--- config.mk ---
export PLATFORM = sky130hd
export DESIGN_NAME = f1_reaction_timer
export DESIGN_NICKNAME = d
export VERILOG_FILES = /design/src/rtl/f1_reaction_timer.sv
export SDC_FILE = /design/constraint.sdc
export NUM_CORES = 1
export LEC_CHECK = 0
export CAP_MARGIN = 20
export CORE_AREA = 2 2 94 87
export CTS_BUF_LIST = sky130_fd_sc_hd__clkbuf_8
export CTS_CLUSTER_DIAMETER = 60
export DETAILED_ROUTE_END_ITERATION = 16
export DIE_AREA = 0 0 96 89
export DONT_BUFFER_PORTS = 1
export GPL_ROUTABILITY_DRIVEN = 0
export GPL_TIMING_DRIVEN = 0
export PLACE_DENSITY_LB_ADDON = 0.1
export SLEW_MARGIN = 25
export SYNTH_ARGS = -nofsm -noshare
export SYNTH_HDL_FRONTEND = slang
export SYNTH_SLANG_ARGS = --single-unit
export TNS_END_PERCENT = 1
--- constraint.sdc ---
create_clock -name clk -period 4.7 [get_ports clk]
set_clock_uncertainty 0.1 [all_clocks]
set_input_delay 0.47 -clock clk [delete_from_list [all_inputs] [get_ports clk]]
set_output_delay 0.47 -clock clk [all_outputs]
set_load 0.01 [all_outputs]
--- src/rtl/f1_reaction_timer.sv ---
`default_nettype none
// =============================================================================
// f1_reaction_timer - F1 start lights with random hold, reaction timing, false start/timeout
// Revision 1.0
// =============================================================================
module f1_reaction_timer #(
  parameter int          NUM_LIGHTS  = 8,
  parameter int          DELAY_WIDTH = 4,
  parameter int          TIME_WIDTH  = 12,
  parameter int          RT_DIV      = 1000,
  parameter logic [15:0] LFSR_SEED   = 16'h0001
) (
  input  logic                  clk,
  input  logic                  rst,
  input  logic                  start,
  input  logic                  button,
  input  logic [15:0]           tick_n,
  output logic [NUM_LIGHTS-1:0] data_out,
  output logic                  busy,
  output logic                  result_valid,
  output logic                  false_start,
  output logic                  timeout,
  output logic [TIME_WIDTH-1:0] reaction_time
);

  localparam int                   PRE_W     = (RT_DIV > 1) ? $clog2(RT_DIV) : 1;
  localparam logic [PRE_W-1:0]     PRE_MAX   = PRE_W'(RT_DIV - 1);
  localparam logic [TIME_WIDTH-1:0] RT_MAX   = '1;
  localparam logic [TIME_WIDTH-1:0] RT_PENULT = ~(TIME_WIDTH'(1));
  localparam logic [NUM_LIGHTS-1:0] ALL_ON   = '1;

  typedef enum logic [1:0] {
    S_IDLE  = 2'd0,
    S_FILL  = 2'd1,
    S_HOLD  = 2'd2,
    S_REACT = 2'd3
  } state_t;

  state_t                  state;
  logic                    start_q;
  logic                    button_q;
  logic                    armed;
  logic [15:0]             lfsr;
  logic [15:0]             tick_n_l;
  logic [15:0]             tick_cnt;
  logic [DELAY_WIDTH-1:0]  hold_cnt;
  logic [PRE_W-1:0]        rt_pre;
  logic [TIME_WIDTH-1:0]   rt_cnt;

  logic                    start_e;
  logic                    button_e;
  logic                    tick;
  logic                    pre_wrap;
  logic                    sat_next;
  logic                    lfsr_fb;
  logic [NUM_LIGHTS-1:0]   fill_next;
  logic [DELAY_WIDTH-1:0]  hold_load;

  // armed masks the first cycle after reset so a level held through reset is not an edge
  assign start_e   = start  & ~start_q  & armed;
  assign button_e  = button & ~button_q & armed;

  assign tick      = (tick_cnt == tick_n_l);
  assign pre_wrap  = (rt_pre == PRE_MAX);
  assign sat_next  = pre_wrap && (rt_cnt == RT_PENULT);
  assign lfsr_fb   = lfsr[15] ^ lfsr[14] ^ lfsr[12] ^ lfsr[3];
  assign fill_next = {data_out[NUM_LIGHTS-2:0], 1'b1};
  assign hold_load = (lfsr[DELAY_WIDTH-1:0] == '0) ? DELAY_WIDTH'(1) : lfsr[DELAY_WIDTH-1:0];

  assign busy      = (state != S_IDLE);

  always_ff @(posedge clk or negedge rst) begin
    if (!rst) begin
      state         <= S_IDLE;
      start_q       <= 1'b0;
      button_q      <= 1'b0;
      armed         <= 1'b0;
      lfsr          <= LFSR_SEED;
      tick_n_l      <= '0;
      tick_cnt      <= '0;
      hold_cnt      <= '0;
      rt_pre        <= '0;
      rt_cnt        <= '0;
      data_out      <= '0;
      result_valid  <= 1'b0;
      false_start   <= 1'b0;
      timeout       <= 1'b0;
      reaction_time <= '0;
    end else begin
      lfsr         <= {lfsr[14:0], lfsr_fb};
      start_q      <= start;
      button_q     <= button;
      armed        <= 1'b1;
      result_valid <= 1'b0;

      case (state)
        S_IDLE: begin
          if (start_e) begin
            state       <= S_FILL;
            tick_n_l    <= tick_n;
            tick_cnt    <= '0;
            false_start <= 1'b0;
            timeout     <= 1'b0;
            data_out    <= '0;
          end
        end

        S_FILL, S_HOLD: begin
          tick_cnt <= tick ? 16'd0 : tick_cnt + 16'd1;
          // a press before lights out wins even against the final hold tick
          if (button_e) begin
            false_start  <= 1'b1;
            data_out     <= '0;
            result_valid <= 1'b1;
            state        <= S_IDLE;
          end else if (tick) begin
            if (state == S_FILL) begin
              data_out <= fill_next;
              if (fill_next == ALL_ON) begin
                state    <= S_HOLD;
                hold_cnt <= hold_load;
              end
            end else if (hold_cnt == DELAY_WIDTH'(1)) begin
              data_out <= '0;
              state    <= S_REACT;
              rt_pre   <= '0;
              rt_cnt   <= '0;
            end else begin
              hold_cnt <= hold_cnt - DELAY_WIDTH'(1);
            end
          end
        end

        S_REACT: begin
          rt_pre <= pre_wrap ? '0 : rt_pre + PRE_W'(1);
          if (pre_wrap && (rt_cnt != RT_MAX)) begin
            rt_cnt <= rt_cnt + TIME_WIDTH'(1);
          end
          if (button_e) begin
            reaction_time <= rt_cnt;
            result_valid  <= 1'b1;
            state         <= S_IDLE;
          end else if (sat_next) begin
            reaction_time <= RT_MAX;
            timeout       <= 1'b1;
            result_valid  <= 1'b1;
            state         <= S_IDLE;
          end
        end

        default: state <= S_IDLE;
      endcase
    end
  end

endmodule
`default_nettype wire

==> results.toml, run 1 <==
[status]
status = "complete, no violations"

[synth]
syn_area_um2 = 4816
synth-async-reset-ratio_pct = 100.0
yosysUniqueCellTypes = 55
ys_warn_count = 0
synth_flop_cell = "dfrtp_1"
yosys-top-cells-area = "dfrtp_1 52%, nand2_1 7.4%, mux2i_1 3.9%, xnor2_1 3.8%, nand3_1 2.7%"
synth.ff_latch_count = 102
syn_inst = 486
yosys.area.top_type = "dfrtp_1"
synth_seq_area_share_pct = 53.03
synth_nets = 516
avgSynthCellArea_um2 = 9.909
synth_edf_count = 0
synth_top_area_share_pct = 52.48

[floorplan]
initial_core_util_pct = 64.47
rows = 30
core_area_um2 = 7470
die_w_um = 96
die_area_um2 = 8544
num_io_pins = 44
die_h_um = 89

[critical_path]
arrival_ns = 2.92
cp_max_fo = 10
r2r_slack_ns = 1.96
worstPathRequired_ns = 4.88
cp_cell_sequence = "ha_1 -> nand3_1 -> or4_1 -> clkbuf_1 -> nor3_1 -> o21a_1 -> buf_4 -> a21oi_1 -> nor2_1"
crit_family = "simple AND/OR/NAND/NOR gates"
critPathKind = "reg2reg"
reg2reg_to = "result_valid"
slowest_delay_ns = 0.48
timing.critical_path.buf_inv = 2
reg2regPathDepth = 9
startpoint_type = "flip-flop"
critPathSlowestCell = "or4_1"
reg2reg_from = "rt_pre[0]"
cp-end-kind = "flip-flop"

[route]
vias = 3545
viasPerCell = 5.899
first_iter_violations = 191
avgRoutedWirePerCell_um = 16.34
ant_nets = 0
finalWirelength_um = 9818
drc_errors = 0
drtPass1Iterations = 5

[power_and_ir_drop]
power_frac_comb_pct = 33.8
intPower_mw = 1.665
share_seq_of_total_power_pct = 47.1
switchingPower_mw = 1.125
ir_drop_v = 0.0002916
sw_frac_of_total_pct = 40.32
p_leak_nw = 2.312
power_density_nw_per_um2 = 539.2
p_clk_share_pct = 19.1

[min_path]
holdPathEnd = "button_q"
hold_path.class = "in2reg"
min_from = "button"
whs_path_depth = 0

[timing]
fin_setup_tns_ns = 0
period_needed_ns = 2.738
max_freq_mhz = 365.3
rsz0062_at_grt = "false"
maxSlewHeadroom_pct = 59.74
fin_crit_sh_pct = 58.25
finalSetupViolations = 0
hold_viol = 0
worstMarginPinSlew_ns = 0.6019
slew_viol_final = 0

[cts]
clkTransAtPathRegs_ns = 0.10
clock_latency_ns = 0.37
clockBufferDepth = 2
clock-sinks = 102
cts-root-buf = "clkbuf_8"
post_cts_buffers = 0
numCtsBuffers = 9
cts.htree.levels = 3
cts_tree = "done"

[job]
maxCapViolations = 0

[global_routing]
grt_use_total_pct = 24.85
grt_pass1_vias = 3474
antenna_found_initial = 0
grt_pass1_wl_um = 16310
grt-ovfl-total = 0
grt_max_degree = 103

[cells_and_area]
final_core_util_pct = 69.26
layout.nets = 530
drive_above_1_share_pct = 5.347
area_growth_pct = 7.430
final_area_um2 = 5174
n_antenna_cell = 0

[placed_design]
place_hpwl_um = 6723
port_buffers = 0
place_area_um2 = 4936
how the worst max path moves through the flow:
stage | cells after the start | start | to | slack, ns
after global placement | 9 | rt_pre[0] | result_valid | 2.01
after CTS | 9 | rt_pre[0] | result_valid | 1.98
after floorplan | 9 | rt_pre[0] | rt_cnt[6] | 2.39
after detailed placement | 9 | rt_pre[0] | result_valid | 2.02
final | 9 | rt_pre[0] | result_valid | 1.96
after global routing | 9 | state[1] | tick_cnt[11] | 1.73
power groups by stage:
stage                     Combinational (mW)  Sequential (mW)  Clock [mW]
after floorplan                        0.744             1.28           0
after global placement                 0.891             1.32           0
after detailed placement               0.917             1.33           0
after CTS                              0.943             1.31       0.545
after global routing                    1.07             1.34       0.577
final                                  0.943             1.31       0.533
layout by cell type (no fill, tap or decap), types with 2 or more instances in the layout:
| cell type | netlist | routed |
|---|---|---|
| nand3b_1 | 4 | 4 |
| a21oi_1 | 9 | 9 |
| nor3_1 | 11 | 11 |
| nor4_1 | 2 | 2 |
| nand4b_1 | 2 | 2 |
| nand4_1 | 11 | 11 |
| dlygate4sd3_1 | 0 | 2 |
| nand3_1 | 26 | 26 |
| o211ai_1 | 2 | 2 |
| clkbuf_8 | 0 | 9 |
| clkbuf_1 | 17 | 17 |
| or4_1 | 3 | 3 |
| o22a_1 | 12 | 12 |
| o31a_1 | 2 | 2 |
| xor2_1 | 8 | 8 |
| inv_6 | 0 | 3 |
| o41ai_1 | 2 | 2 |
| dfrtp_1 | 101 | 101 |
| and3_1 | 10 | 10 |
| or3_1 | 2 | 2 |
| xnor2_1 | 21 | 21 |
| nand2_1 | 95 | 95 |
| and4_1 | 3 | 3 |
| and2_1 | 3 | 3 |
| o21ai_0 | 21 | 21 |
| mux2i_1 | 19 | 19 |
| ha_1 | 10 | 10 |
| nor2_1 | 29 | 29 |
| inv_1 | 19 | 20 |
| nor3b_1 | 4 | 4 |
| o31ai_1 | 7 | 7 |
| a31oi_1 | 5 | 5 |
worst reg2reg max path, delay by kind of cell (launching register included):
| family | cells | cell delay (ns) |
|---|---|---|
| adder cells (fa/ha/maj) | 1 | 0.26 |
| flip-flops | 1 | 0.41 |
| buffers and inverters | 2 | 0.41 |
| AO/OA/AOI/OAI | 2 | 0.30 |
| AND/OR/NAND/NOR | 4 | 1.19 |
through the flow:
step           setup WS, ns  hold WS [ns]  std cells  total power [mW]
2_1_floorplan         2.392       0.07441        486             2.021
3_3_place_gp          2.012       0.07792        582             2.213
3_5_place_dp          2.016       0.07703        582             2.248
4_1_cts               1.981      0.004162        600             2.801
5_1_grt               1.730      0.002728        601             2.990
6_report              1.962       0.02220        601             2.790
sequential cells by signal, summed over array words and instances, names as in the netlist:
register / cells
lfsr: 16
tick_cnt: 16
tick_n_l: 16
reaction_time: 12
rt_cnt: 12
rt_pre: 10
data_out: 8
hold_cnt: 4
state: 2
armed: 1
button_q: 1
false_start: 1
result_valid: 1
start_q: 1
timeout: 1
timing repair:
item | CTS | global route
hold endpoints to repair | 102 | 1
gates resized for setup | 0 | 0
hold buffers | 2 | 1
cells in the mapped netlist, drive strengths merged (4+ instances only):
master	number
a21oi	10
a31oi	5
and3	10
clkbuf	17
dfrtp	101
ha	10
inv	19
mux2i	19
nand2	96
nand3	27
nand3b	4
nand4	11
nor2	30
nor3	11
nor3b	4
o21ai	22
o22a	12
o31ai	7
xnor2	21
xor2	8
routing by layer:
metal	track usage, %	vias to the layer above	share of wire (%)
met3	7.083	10	5.0
met1	33.87	1734	47
met2	39.46	81	47
met5	0	-	0
met4	6.623	0	0.96
li1	-	1720	-
final cells by class:
| class | count | area (µm²) |
|---|---|---|
| Inverter | 19 | 71.32 |
| Clock inverter | 7 | 66.31 |
| Buffer | 20 | 86.33 |
| Clock buffer | 9 | 123.9 |
| Sequential cell | 102 | 2554 |
| Fill cell | 566 | 2296 |
| Timing Repair Buffer | 3 | 47.55 |
| Multi-Input combinational cell | 345 | 2105 |
| Tap cell | 96 | 120.1 |
cell families (layout without fill, tap and decap cells):
logic type | count (synthesis) | count (layout) | synth area share, %
mux | 20 | 20 | 4.183
compound gates | 72 | 72 | 10.47
simple gates | 213 | 213 | 21.10
fa+ha+maj | 10 | 10 | 2.598
flops | 102 | 102 | 53.03
buf+inv | 39 | 58 | 3.274
other cells | 1 | 1 | 0.07787
xor+xnor | 29 | 29 | 5.274
No activity file was read; power rests on OpenSTA's default activity.
==> run 2: changes to the inputs <==
Settings changed: CORE_AREA 2 2 94 87 to 2 2 99 91, DIE_AREA 0 0 96 89 to 0 0 101 93.
Clock period 4.7 ns to 2.5 ns, I/O delays scaled along.
==> run 2 against run 1 <==
The flow now finishes with violations (hold timing). Critical path type unchanged. Die area is 9.9% higher. Critical endpoint is now data_out[0]. Maximum frequency rose by 14%. First-iteration DRC count stayed put. Combinational power up 120%.
==> results.toml, run 2 (synthesis results as in run 1) <==
[timing]
slew_viol_final = 0
fin_crit_sh_pct = 96.05
max_freq_mhz = 416.5
rsz0062_at_grt = "true"
hold_viol = 102
maxSlewHeadroom_pct = 62.19
worstMarginPinSlew_ns = 0.5599
fin_setup_tns_ns = 0
finalSetupViolations = 0
postLayoutSetupSlackWorst_ns = 0.09882
period_needed_ns = 2.401
hold-worst-slack_ns = -0.5509

[critical_path]
cp_max_fo = 7
crit_family = "simple AND/OR/NAND/NOR gates"
reg2reg_from = "tick_cnt[10]"
critPathSlowestCell = "dfrtp_1"
cp_cell_sequence = "xnor2_1 -> nand4_1 -> buf_4 -> nor4_4 -> o21ai_1 -> nor2_4 -> mux2_2"
timing.critical_path.buf_inv = 1
critPathKind = "reg2reg"
cp-end-kind = "flip-flop"
worstPathRequired_ns = 2.67
slowest_delay_ns = 0.44
arrival_ns = 2.57
crit_start = "tick_cnt[10]"
startpoint_type = "flip-flop"

[route]
vias = 3700
wl_met3_um = 565
viasPerCell = 5.836
top_layer = "met4"
drc_errors = 0
avgRoutedWirePerCell_um = 16.19
wl_met1_um = 4787
wl_met2_um = 4732
finalWirelength_um = 10270
first_iter_violations = 191
ant_nets = 0
drtPass1Iterations = 4

[floorplan]
initial_core_util_pct = 57.28
die_w_um = 101
die_h_um = 93
num_io_pins = 44
die_area_um2 = 9393
core_area_um2 = 8408
rows = 32

[cells_and_area]
top_regs = "lfsr: 16 flops, tick_cnt: 16 flops, tick_n_l: 16 flops"
final.fill_count = 666
n_antenna_cell = 0
fin_cells = 634
drive_above_1_share_pct = 10.90
layout.nets = 557
multi_input_area_um2 = 2170
area_growth_pct = 13.98
seq_area_um2 = 2555
final_area_um2 = 5489
final_core_util_pct = 65.28
layout_common_cells = "100 x dfrtp_1, 95 x nand2_1, 28 x nor2_1"
final_common_cell = "dfrtp_1"

[cts]
cts-root-buf = "clkbuf_8"
cts.htree.levels = 3
cts_tree = "done"
clock-sinks = 102
clockBufferDepth = 2
clkTransAtPathRegs_ns = 0.11
clock_latency_ns = 0.38
numCtsBuffers = 9
hold_buffers = 18

[power_and_ir_drop]
switchingPower_mw = 2.185
p_total_mw = 5.578
power_density_nw_per_um2 = 1016
p_clk_share_pct = 18.2
p_leak_nw = 2.456
share_seq_of_total_power_pct = 44.4
sw_frac_of_total_pct = 39.16
power_frac_comb_pct = 37.4
intPower_mw = 3.394
ir_drop_v = 0.0006162

[global_routing]
grt_pass1_vias = 3519
antenna_found_initial = 0
grt_pass1_wl_um = 17080
grt_max_degree = 103
grt-ovfl-total = 0
grt_use_total_pct = 23.32

[min_path]
hold_path.class = "in2async"

[placed_design]
place_hpwl_um = 6657
port_buffers = 0
dp_cells = 588
dp_slack_ns = -0.2213
place_area_um2 = 4943

[status]
status = "finished, violations left"
failed_checks = "hold timing"

[job]
maxCapViolations = 0
run 2: power by group through the flow:
stage	clock (mW)	sequential [mW]	combinational, mW
finish	1.01	2.48	2.09
global route	1.11	2.54	2.32
CTS	1.04	2.48	1.88
detailed placement	0	2.51	1.74
global placement	0	2.49	1.69
floorplan	0	2.40	1.40
run 2: metal layers:
metal	vias up	track usage, %
met1	1831	32.90
met5	-	0
li1	1774	-
met3	15	6.278
met2	80	34.39
met4	0	9.347
run 2: path summary, 6_finish.rpt:
path,slack (ns),endpoint,cells past startpoint
max,0.1,data_out[0],7
min,-0.55,rt_cnt[8],0
max reg2reg,0.1,data_out[0],7
min reg2reg,0.25,lfsr[14],0
max in group asynchronous,2.61,lfsr[0],0
min in group clk,0.08,false_start,4
run 2: worst reg2reg max path, delay by kind of cell, from the launching register on:
family                 cells  cell delay (ns)
AO/OA/AOI/OAI              1             0.22
XOR/XNOR                   1             0.26
buffers and inverters      1             0.17
flip-flops                 1             0.44
multiplexers               1             0.36
AND/OR/NAND/NOR            3             0.76
run 2: final cells by class:
cell class              instances  share of cell area (%)
clock inverters                 6                  0.9346
inverters                      19                   1.299
repair buffers                 34                   5.471
plain buffers                  16                   1.390
flip-flops and latches        102                   46.55
clock buffers                  10                   2.507
well taps                     102                   2.325
multi-input cells             345                   39.53
run 2: timing repair:
action,CTS,global route
gates resized for setup,9,15
endpoints found under the setup margin,50,52
endpoints found under the hold margin,120,102
pin swaps,2,6
buffers inserted,6,10
